--- src/rtl/alu_pkg.sv ---
// Shared types for the alu_in / alu_core / alu_out path.
package alu_pkg;

  localparam int unsigned ALU_DEF_W = 8;

  typedef enum logic [2:0] {
    NO_OP  = 3'd0,
    ADD_OP = 3'd1,
    AND_OP = 3'd2,
    XOR_OP = 3'd3,
    MUL_OP = 3'd4,
    RST_OP = 3'd7
  } alu_op_t;

  typedef enum logic [1:0] {
    IDLE = 2'd0,
    EXEC = 2'd1,
    MUL  = 2'd2
  } alu_state_t;

endpackage

--- src/rtl/alu_shift_add_mul.sv ---
// Iterative unsigned shift-add multiplier: one multiplier bit per clock after start.
// product_c is the full product during the cycle in which last_bit_c is high.
module alu_shift_add_mul #(
  parameter int unsigned W = 8
) (
  input  logic           clk,
  input  logic           rst,
  input  logic           start,
  input  logic [W-1:0]   a,
  input  logic [W-1:0]   b,
  output logic           last_bit_c,
  output logic [2*W-1:0] product_c
);

  localparam int unsigned PW = 2 * W;
  localparam int unsigned CW = (W > 1) ? $clog2(W) : 1;

  logic [PW-1:0] mcand_q, mcand_d;
  logic [PW-1:0] acc_q, acc_d;
  logic [W-1:0]  mplier_q, mplier_d;
  logic [CW-1:0] cnt_q, cnt_d;
  logic          busy_q, busy_d;
  logic [PW-1:0] partial_c;

  // Product includes the bit being consumed this cycle, so it is final on the last bit.
  always_comb begin
    partial_c  = mplier_q[0] ? mcand_q : '0;
    product_c  = acc_q + partial_c;
    last_bit_c = busy_q && (cnt_q == CW'(W - 1));

    mcand_d  = mcand_q;
    acc_d    = acc_q;
    mplier_d = mplier_q;
    cnt_d    = cnt_q;
    busy_d   = busy_q;

    if (start) begin
      mcand_d  = PW'(a);
      mplier_d = b;
      acc_d    = '0;
      cnt_d    = '0;
      busy_d   = 1'b1;
    end else if (busy_q) begin
      acc_d    = product_c;
      mcand_d  = mcand_q << 1;
      mplier_d = mplier_q >> 1;
      cnt_d    = cnt_q + CW'(1);
      if (last_bit_c) begin
        busy_d = 1'b0;
      end
    end
  end

  always_ff @(posedge clk) begin
    if (rst) begin
      mcand_q  <= '0;
      acc_q    <= '0;
      mplier_q <= '0;
      cnt_q    <= '0;
      busy_q   <= 1'b0;
    end else begin
      mcand_q  <= mcand_d;
      acc_q    <= acc_d;
      mplier_q <= mplier_d;
      cnt_q    <= cnt_d;
      busy_q   <= busy_d;
    end
  end

endmodule

--- src/rtl/alu_core.sv ---
// ALU between the alu_in and alu_out stages: single-cycle logic ops and an
// iterative multiply behind a valid/ready handshake, with a done pulse per result.
module alu_core
  import alu_pkg::*;
#(
  parameter int unsigned ALU_IN_OP_WIDTH = ALU_DEF_W
) (
  input  logic                         clk,
  input  logic                         rst,
  input  logic                         alu_rst,
  output logic                         ready,
  input  logic                         valid,
  input  logic [2:0]                   op,
  input  logic [ALU_IN_OP_WIDTH-1:0]   a,
  input  logic [ALU_IN_OP_WIDTH-1:0]   b,
  output logic                         done,
  output logic [2*ALU_IN_OP_WIDTH-1:0] result
);

  localparam int unsigned W  = ALU_IN_OP_WIDTH;
  localparam int unsigned RW = 2 * W;

  alu_state_t    state_q, state_d;
  logic          ready_q, ready_d;
  logic          done_q, done_d;
  logic [RW-1:0] result_q, result_d;
  alu_op_t       op_q, op_d;
  logic [W-1:0]  a_q, a_d;
  logic [W-1:0]  b_q, b_d;

  logic          rst_all_c;
  logic          mul_start_c;
  logic          mul_last_c;
  logic [RW-1:0] mul_product_c;

  assign rst_all_c = rst | alu_rst;

  alu_shift_add_mul #(.W(W)) u_mul (
    .clk        (clk),
    .rst        (rst_all_c),
    .start      (mul_start_c),
    .a          (a),
    .b          (b),
    .last_bit_c (mul_last_c),
    .product_c  (mul_product_c)
  );

  always_comb begin
    state_d     = state_q;
    ready_d     = ready_q;
    done_d      = 1'b0;
    result_d    = result_q;
    op_d        = op_q;
    a_d         = a_q;
    b_d         = b_q;
    mul_start_c = 1'b0;

    case (state_q)
      IDLE: begin
        ready_d = 1'b1;
        if (valid && ready_q) begin
          case (alu_op_t'(op))
            ADD_OP, AND_OP, XOR_OP: begin
              op_d    = alu_op_t'(op);
              a_d     = a;
              b_d     = b;
              ready_d = 1'b0;
              state_d = EXEC;
            end
            MUL_OP: begin
              mul_start_c = 1'b1;
              ready_d     = 1'b0;
              state_d     = MUL;
            end
            RST_OP:  result_d = '0;
            default: ;
          endcase
        end
      end
      EXEC: begin
        case (op_q)
          ADD_OP:  result_d = RW'((W + 1)'(a_q) + (W + 1)'(b_q));
          AND_OP:  result_d = RW'(a_q & b_q);
          XOR_OP:  result_d = RW'(a_q ^ b_q);
          default: result_d = result_q;
        endcase
        done_d  = 1'b1;
        ready_d = 1'b1;
        state_d = IDLE;
      end
      MUL: begin
        if (mul_last_c) begin
          result_d = mul_product_c;
          done_d   = 1'b1;
          ready_d  = 1'b1;
          state_d  = IDLE;
        end
      end
      default: state_d = IDLE;
    endcase
  end

  always_ff @(posedge clk) begin
    if (rst_all_c) begin
      state_q  <= IDLE;
      ready_q  <= 1'b0;
      done_q   <= 1'b0;
      result_q <= '0;
      op_q     <= NO_OP;
      a_q      <= '0;
      b_q      <= '0;
    end else begin
      state_q  <= state_d;
      ready_q  <= ready_d;
      done_q   <= done_d;
      result_q <= result_d;
      op_q     <= op_d;
      a_q      <= a_d;
      b_q      <= b_d;
    end
  end

  assign ready  = ready_q;
  assign done   = done_q;
  assign result = result_q;

endmodule

--- config.mk ---
export PLATFORM = sky130hd
export DESIGN_NAME = alu_core
export DESIGN_NICKNAME = d
export VERILOG_FILES = /design/src/rtl/alu_pkg.sv /design/src/rtl/alu_shift_add_mul.sv /design/src/rtl/alu_core.sv
export SDC_FILE = /design/constraint.sdc
export NUM_CORES = 1
export LEC_CHECK = 0
export CAP_MARGIN = 20
export CORE_MARGIN = 4
export CORE_UTILIZATION = 25
export CTS_CLUSTER_SIZE = 8
export DETAILED_ROUTE_END_ITERATION = 6
export DONT_BUFFER_PORTS = 1
export GPL_TIMING_DRIVEN = 0
export SYNTH_ARGS = -nofsm -noshare
export SYNTH_HDL_FRONTEND = slang
export SYNTH_SLANG_ARGS = --single-unit
--- constraint.sdc ---
create_clock -name clk -period 2.55 [get_ports clk]
set_input_delay 0.765 -clock clk [delete_from_list [all_inputs] [get_ports clk]]
set_output_delay 0.765 -clock clk [all_outputs]
set_load 0.02 [all_outputs]
=== Word level (Yosys, flattened, before mapping) ===
Index checks and enable logic that the tools add are counted.

* ROM bits: 0
* Logic and storage cells: 73
* Memories kept: 0
* Flip-flop bits (word level): 83
* Bits in writable memories: 0
* Latch bits: 0

* Shifts and indexed selects: 0
* Div/mod/pow operators: 0
* Multiplexer cells: 26
* Bitwise logic cells: 3
* Reductions and logical operators: 12
* Multiply operators: 0
* Magnitude comparators: 0
* Eq/ne operators: 16
* Add/subtract/negate cells: 3

{| class="wikitable"
|+ Operator list
! operator !! count
|-
| case mux 16 bit (3 select lines) || 2
|-
| 2-to-1 mux 16 bit || 4
|-
| 2-to-1 mux 8 bit || 4
|-
| adder 16 bit || 1
|-
| equality test 3 x 2 -> 1 bit (second input constant) || 4
|-
| 2-to-1 mux 1 bit || 10
|-
| adder 8 x 8 -> 9 bit || 1
|-
| equality test 3 bit (second input constant) || 3
|-
| bitwise AND 8 bit || 1
|-
| case mux 2 bit (2 select lines) || 2
|-
| bitwise XOR 8 bit || 1
|-
| equality test 3 x 1 -> 1 bit (second input constant) || 2
|-
| AND reduction 3 bit || 2
|-
| AND reduction 5 bit || 1
|-
| 2-to-1 mux 2 bit || 2
|-
| inequality test 2 bit (second input constant) || 2
|-
| inequality test 4 bit (second input constant) || 1
|-
| OR reduction 4 bit || 1
|-
| adder 3 x 1 -> 3 bit (second input constant) || 1
|-
| inequality test 3 x 1 -> 1 bit (second input constant) || 1
|-
| case mux 1 bit (3 select lines) || 1
|-
| nonzero test 3 bit || 1
|-
| OR reduction 3 bit || 1
|-
| equality test 2 x 1 -> 1 bit (second input constant) || 1
|-
| 9 further kinds || 10
|}

=== Logic depth before layout (Yosys ltp) ===
* Depth after elaboration: 5
* Depth in mapped cells: 10
* Depth with buffers taken out: 9

=== Cells and area by module ===
Synthesis repeated with hierarchy kept, for this count alone.

* Cells, all modules: 559
* Area, all modules: 4752.1 um2

{| class="wikitable"
|+ By module, submodules not included
! module !! area an instance (um2) !! times used !! cells an instance !! seq. area each (um2)
|-
| alu_shift_add_mul || 2641.3 || 1 || 307 || 880.8
|-
| alu_core || 2110.8 || 1 || 252 || 780.7
|}

=== Least setup slack after synthesis ===
No wires, ideal clock.

* Path type: register -> register
* Start: reg u_mul.mplier_q[0]
* End: reg result_q[12] (netlist: result[12])
* Setup time: 0.117 ns
* Required time: 2.433 ns
* Stages on the path, launching flop included: 10
* Data arrival time: 2.178 ns
* Slack: 0.255 ns
* Clock period less this slack: 2.295 ns
* Path buffers: 0
* Cell sequence: dfxtp_1 -> and2_1 -> ha_1 -> fa_1 -> a211oi_1 -> o21ai_0 -> and2_1 -> a31oi_1 -> xnor2_1 -> a22o_1

* Word-level cells in the longest chain between the ends: 4

{| class="wikitable"
|+ RTL lines
! item !! line !! source
|-
| from (decl) || alu_shift_add_mul.sv:20 || <nowiki>logic [W-1:0] mplier_q, mplier_d;</nowiki>
|-
| from (signal assigned) || alu_shift_add_mul.sv:64 || <nowiki>mplier_q <= mplier_d;</nowiki>
|-
| 2-to-1 mux 16 bit || alu_shift_add_mul.sv:27 || <nowiki>partial_c = mplier_q[0] ? mcand_q : '0;</nowiki>
|-
| adder 16 bit || alu_shift_add_mul.sv:28 || <nowiki>product_c = acc_q + partial_c;</nowiki>
|-
| 2-to-1 mux 16 bit || alu_core.sv:92 || <nowiki>if (mul_last_c) begin</nowiki>
|-
| case mux 16 bit (3 select lines) || alu_core.sv:58 || <nowiki>case (state_q)</nowiki>
|-
| to (signal assigned) || alu_core.sv:116 || <nowiki>result_q <= result_d;</nowiki>
|-
| to (decl) || alu_core.sv:26 || <nowiki>logic [RW-1:0] result_q, result_d;</nowiki>
|}

Every way passes these cells. The select of a mux whose other input is x is not followed.
A chain may end at the register's enable or synchronous reset.

=== Worst setup path after layout ===
* Start: reg state_q[0]
* End: reg result_q[8] (netlist: result[8])

* Word-level cells in the longest chain between the ends: 3
* Elaborated cells between the ends (all ways): 10

{| class="wikitable"
|+ RTL lines
! item !! line !! source
|-
| from (decl) || alu_core.sv:23 || <nowiki>alu_state_t state_q, state_d;</nowiki>
|-
| from (signal assigned) || alu_core.sv:113 || <nowiki>state_q <= state_d;</nowiki>
|-
| equality test 2 x 1 -> 1 bit, or another cell as far along || alu_core.sv:58 ||
|-
| inequality test 4 bit (no line), or another cell as far along || n/a ||
|-
| AND reduction 5 bit (no line) || n/a ||
|}

Several ways; a longest one is shown, not always the timed one.

==> impl_metrics.prom <==
# TYPE chip_impl_metric gauge
chip_impl_metric{name="cp.buffers_inverters",unit=""} 2
chip_impl_metric{name="drt_first_iter_violations",unit=""} 231
chip_impl_metric{name="ys_warn_count",unit=""} 0
chip_impl_metric{name="post-dp-hpwl",unit="um"} 9220
chip_impl_metric{name="grt_util_all_layers",unit="%"} 11.9
chip_impl_metric{name="antenna_cells",unit=""} 0
chip_impl_metric{name="critical_path_peak_fanout",unit=""} 9
chip_impl_metric{name="synth-adder-area-share",unit="%"} 8.86
chip_impl_info{name="critical_path.endpoint_type",value="flip-flop"} 1
chip_impl_metric{name="ys_seq_elements",unit=""} 83
chip_impl_metric{name="portBuffers",unit=""} 0
chip_impl_metric{name="clk_pin_slew_worst_paths",unit="ns"} 0.06
chip_impl_metric{name="grt_remaining_overflow",unit=""} 0
chip_impl_info{name="synth_top_family_by_area",value="simple AND/OR/NAND/NOR gates"} 1
chip_impl_metric{name="synthSimpleGateAreaFrac",unit="%"} 19.7
chip_impl_metric{name="post_cts_hold_buffer_count",unit=""} 0
chip_impl_metric{name="async_s_r_ff_share_synth",unit="%"} 0
chip_impl_metric{name="htree_num_levels",unit=""} 3
chip_impl_metric{name="max-slew-margin-rel",unit="%"} 48.0
chip_impl_metric{name="antenna_found_initial",unit=""} 0
chip_impl_metric{name="residual_drc_count",unit=""} 0
chip_impl_metric{name="synth_area",unit="um^2"} 4550
chip_impl_info{name="setup.worst_path.start_class",value="flip-flop"} 1
chip_impl_metric{name="final-hold-violation-count",unit=""} 0
chip_impl_metric{name="syn2layout_area_growth",unit="%"} 14.4
chip_impl_info{name="ys.flop_type",value="sky130_fd_sc_hd__dfxtp_1"} 1
chip_impl_metric{name="mappedNetlistNets",unit=""} 587
chip_impl_metric{name="filler_cells",unit=""} 1919
chip_impl_metric{name="max_cap_violations",unit=""} 0
chip_impl_metric{name="register_area",unit="um^2"} 1660
chip_impl_metric{name="finalClockSkew",unit="ns"} 0.00700
chip_impl_metric{name="dr_total_vias",unit=""} 3773
chip_impl_metric{name="report.final.setup_viol",unit=""} 0
chip_impl_info{name="status",value="completed"} 1
chip_impl_metric{name="die_x",unit="um"} 143
chip_impl_metric{name="drt_first_pass_iters",unit=""} 4
chip_impl_metric{name="clkLatencyLatePin",unit="ns"} 0.34
chip_impl_metric{name="synthDistinctLibCells",unit=""} 53
chip_impl_metric{name="achievable-frequency",unit="MHz"} 415
chip_impl_metric{name="design.final.nets",unit=""} 597
chip_impl_metric{name="chipHeight",unit="um"} 143
chip_impl_metric{name="post-cts-setup-buffers",unit=""} 0
chip_impl_metric{name="synth_edf_count",unit=""} 0
chip_impl_metric{name="drive_gt1_share",unit="%"} 7.85
chip_impl_info{name="critical-path-slowest-cell",value="sky130_fd_sc_hd__or3_4"} 1
chip_impl_info{name="cp_cell_sequence",value="inv_1, ha_1, buf_6, a21boi_1, or2_4, a221o_2, or3_4, a211oi_2, a221o_1"} 1
chip_impl_metric{name="clock_sinks",unit=""} 83
chip_impl_metric{name="cts-buffers-inserted",unit=""} 9
chip_impl_metric{name="timing.critical_path.arrival",unit="ns"} 2.70
chip_impl_metric{name="syn_avg_cell_area",unit="um^2"} 8.54
chip_impl_info{name="cts_root_buffer",value="sky130_fd_sc_hd__clkbuf_16"} 1
chip_impl_metric{name="post_synth_mux_area_share",unit="%"} 9.27
chip_impl_info{name="rsz0062_at_grt",value="false"} 1
chip_impl_metric{name="number_of_global_route_vias_before_repair",unit=""} 3603
chip_impl_metric{name="post_dp_cell_area",unit="um^2"} 4840
chip_impl_metric{name="worstPathRequired",unit="ns"} 2.84
chip_impl_metric{name="multiInputGateArea",unit="um^2"} 2770
chip_impl_metric{name="final_cell_area",unit="um^2"} 5200
chip_impl_metric{name="seq_area_frac_synth",unit="%"} 36.5
chip_impl_metric{name="max-clock-path-buffers",unit=""} 2
chip_impl_metric{name="grt_pass1_wl",unit="um"} 19100
chip_impl_metric{name="worst_pin_slew",unit="ns"} 0.780
chip_impl_metric{name="floorplan.rows",unit=""} 49
chip_impl_metric{name="p_leak",unit="nW"} 1.88
chip_impl_metric{name="synthesized_instance_count",unit=""} 533
chip_impl_metric{name="postRouteAntennaNets",unit=""} 0
chip_impl_metric{name="final_period_minus_worst_setup_slack",unit="ns"} 2.41
chip_impl_info{name="crit_family",value="compound AO/OA/AOI/OAI gates"} 1
chip_impl_metric{name="die-area",unit="um^2"} 20400
chip_impl_metric{name="post-route-util",unit="%"} 29.1
chip_impl_metric{name="timing.final.max_slew_violations",unit=""} 0
chip_impl_metric{name="max-vdd-ir-drop",unit="mV"} 0.324
chip_impl_metric{name="gpl.final_weighted_congestion",unit=""} 0.850
chip_impl_metric{name="avgRoutedWirePerCell",unit="um"} 15.4
chip_impl_metric{name="initial_utilization",unit="%"} 25.4
chip_impl_metric{name="avgViaCountPerCell",unit=""} 4.86
chip_impl_metric{name="final_min_period_over_clock_period",unit="%"} 94.6
chip_impl_info{name="worstHoldPathType",value="reg -> reg"} 1
chip_impl_metric{name="worst_path_largest_cell_delay",unit="ns"} 0.42
chip_impl_metric{name="fp.coreArea",unit="um^2"} 17900
chip_impl_metric{name="synth-xor-area-share",unit="%"} 2.70
chip_impl_metric{name="boundaryPins",unit=""} 41
chip_impl_metric{name="drt-total-wl",unit="um"} 12000
chip_impl_metric{name="power.density_cell_area",unit="nW/um^2"} 541
chip_impl_info{name="setup.worst_path.class",value="reg -> reg"} 1
chip_impl_metric{name="synth_compound_area_share",unit="%"} 19.5
chip_impl_info{name="cts_tree",value="done"} 1
chip_impl_metric{name="grt_max_degree",unit=""} 15
## logic make-up (layout without fill, tap and decap cells)
kind of cell	count (synthesis)	after routing
compound gates	131	131
xor+xnor	14	14
simple gates	194	194
mux	42	42
buf+inv	38	53
flops	83	83
fa+ha+maj	31	31
## timing repair
action | 4_1_cts | 5_1_grt
pin swaps | 0 | 2
resized for setup | 7 | 8
setup endpoints to repair | 16 | 12
## state kept, by name, indices dropped and copies added (netlist names)
name	flops
a_q	8
b_q	8
done	1
op_q	3
ready	1
result	16
state_q	2
u_mul.acc_q	16
u_mul.busy_q	1
u_mul.cnt_q	3
u_mul.mcand_q	16
u_mul.mplier_q	8
## worst reg2reg max path: stages, from the launching register on
cell	delay, ns
sky130_fd_sc_hd__dfxtp_2	0.36
sky130_fd_sc_hd__inv_1	0.07
sky130_fd_sc_hd__ha_1	0.20
sky130_fd_sc_hd__buf_6	0.14
sky130_fd_sc_hd__a21boi_1	0.16
sky130_fd_sc_hd__or2_4	0.27
sky130_fd_sc_hd__a221o_2	0.38
sky130_fd_sc_hd__or3_4	0.43
sky130_fd_sc_hd__a211oi_2	0.23
sky130_fd_sc_hd__a221o_1	0.13
## worst paths after layout
path	from	end	slack, ns	cells after the start
min	a_q[6]	a_q[6]	0.46	2
max reg2reg	state_q[0]	result[8]	0.14	9
min reg2reg	a_q[6]	a_q[6]	0.46	2
max	state_q[0]	result[8]	0.14	9
## cell type report
class	count	share of cell area, %
Tap cell	229	5.51
Sequential cell	83	32.0
Clock buffer	11	4.67
Clock inverter	5	1.64
Buffer	27	2.28
Inverter	10	0.722
Multi-Input combinational cell	412	53.2
## cells in the final DEF (no fill, tap or decap), types with 3 or more instances in the layout
cell                        count
sky130_fd_sc_hd__a211oi_2       3
sky130_fd_sc_hd__and2_1        20
sky130_fd_sc_hd__o31ai_1        3
sky130_fd_sc_hd__clkbuf_16      9
sky130_fd_sc_hd__mux2i_1       41
sky130_fd_sc_hd__xor2_1         6
sky130_fd_sc_hd__a211oi_1      17
sky130_fd_sc_hd__xnor2_1        8
sky130_fd_sc_hd__a31o_2         4
sky130_fd_sc_hd__a31oi_1        3
sky130_fd_sc_hd__nor3b_1        4
sky130_fd_sc_hd__nand2b_1       3
sky130_fd_sc_hd__o21a_1         3
sky130_fd_sc_hd__nand4_1        3
sky130_fd_sc_hd__o21ai_0       12
sky130_fd_sc_hd__buf_2          4
sky130_fd_sc_hd__inv_1         10
sky130_fd_sc_hd__a21oi_1       43
sky130_fd_sc_hd__a21o_1        11
sky130_fd_sc_hd__a221o_1        4
sky130_fd_sc_hd__dfxtp_1       81
sky130_fd_sc_hd__nor2_1        54
sky130_fd_sc_hd__clkbuf_1      19
sky130_fd_sc_hd__nand2_1       65
sky130_fd_sc_hd__nand3_1       22
sky130_fd_sc_hd__ha_1          29
sky130_fd_sc_hd__and3_1         3
sky130_fd_sc_hd__a22o_1         6
sky130_fd_sc_hd__nor2b_1        5
sky130_fd_sc_hd__nor3_1         5
## report_power, final
part	switching (W)	leakage, nW	internal (W)
logic	0.0000541	1.06	0.0000184
clock network	0.000547	0.156	0.000891
registers	0.00000470	0.670	0.00130
total	0.000606	1.88	0.00221
## cells in the mapped netlist, types with 2 or more instances
| cell type | number | area share (%) |
|---|---|---|
| sky130_fd_sc_hd__a211oi_1 | 19 | 3.1 |
| sky130_fd_sc_hd__a21o_1 | 11 | 1.8 |
| sky130_fd_sc_hd__a21oi_1 | 44 | 4.8 |
| sky130_fd_sc_hd__a221o_1 | 5 | 1.1 |
| sky130_fd_sc_hd__a221oi_1 | 3 | 0.58 |
| sky130_fd_sc_hd__a22o_1 | 6 | 1.2 |
| sky130_fd_sc_hd__a22oi_1 | 2 | 0.33 |
| sky130_fd_sc_hd__a31o_2 | 4 | 0.77 |
| sky130_fd_sc_hd__a31oi_1 | 4 | 0.55 |
| sky130_fd_sc_hd__a32o_1 | 2 | 0.44 |
| sky130_fd_sc_hd__and2_1 | 20 | 2.8 |
| sky130_fd_sc_hd__and3_1 | 3 | 0.41 |
| sky130_fd_sc_hd__buf_1 | 2 | 0.17 |
| sky130_fd_sc_hd__buf_2 | 4 | 0.44 |
| sky130_fd_sc_hd__clkbuf_1 | 21 | 1.7 |
| sky130_fd_sc_hd__dfxtp_1 | 83 | 37 |
| sky130_fd_sc_hd__fa_1 | 2 | 0.88 |
| sky130_fd_sc_hd__ha_1 | 29 | 8.0 |
| sky130_fd_sc_hd__inv_1 | 10 | 0.83 |
| sky130_fd_sc_hd__mux2i_1 | 41 | 9.0 |
| sky130_fd_sc_hd__nand2_1 | 65 | 5.4 |
| sky130_fd_sc_hd__nand2b_1 | 3 | 0.41 |
| sky130_fd_sc_hd__nand3_1 | 22 | 2.4 |
| sky130_fd_sc_hd__nand4_1 | 3 | 0.41 |
| sky130_fd_sc_hd__nor2_1 | 54 | 4.5 |
| sky130_fd_sc_hd__nor2b_1 | 5 | 0.69 |
| sky130_fd_sc_hd__nor3_1 | 6 | 0.66 |
| sky130_fd_sc_hd__nor3b_1 | 4 | 0.66 |
| sky130_fd_sc_hd__o211ai_1 | 2 | 0.33 |
| sky130_fd_sc_hd__o21a_1 | 3 | 0.50 |
| sky130_fd_sc_hd__o21ai_0 | 13 | 1.4 |
| sky130_fd_sc_hd__o31ai_1 | 3 | 0.50 |
| sky130_fd_sc_hd__or2_2 | 2 | 0.27 |
| sky130_fd_sc_hd__or3_1 | 2 | 0.27 |
| sky130_fd_sc_hd__xnor2_1 | 8 | 1.5 |
| sky130_fd_sc_hd__xor2_1 | 6 | 1.2 |
## metal layers
metal / up-vias / wire, um / GRT usage (%)
li1: 1930 / - / -
met1: 1759 / 5580 / 15.5
met2: 66 / 5430 / 18.7
met3: 18 / 638 / 3.18
met4: 0 / 308 / 4.85
met5: - / 0 / 0
## through the flow
step | std cells | hold slack, ns | TNS, ns | setup WS (ns) | total power (W)
floorplan | 533 | 0.440 | 0 | 0.255 | 0.00138
global placement | 762 | 0.452 | -0.997 | -0.185 | 0.00141
detailed placement | 762 | 0.453 | -1.04 | -0.197 | 0.00141
CTS | 778 | 0.463 | 0 | 0.0473 | 0.00284
global route | 777 | 0.473 | 0 | 0.000435 | 0.00290
finish | 777 | 0.460 | 0 | 0.138 | 0.00282
Power figures use the tool's default switching activity.
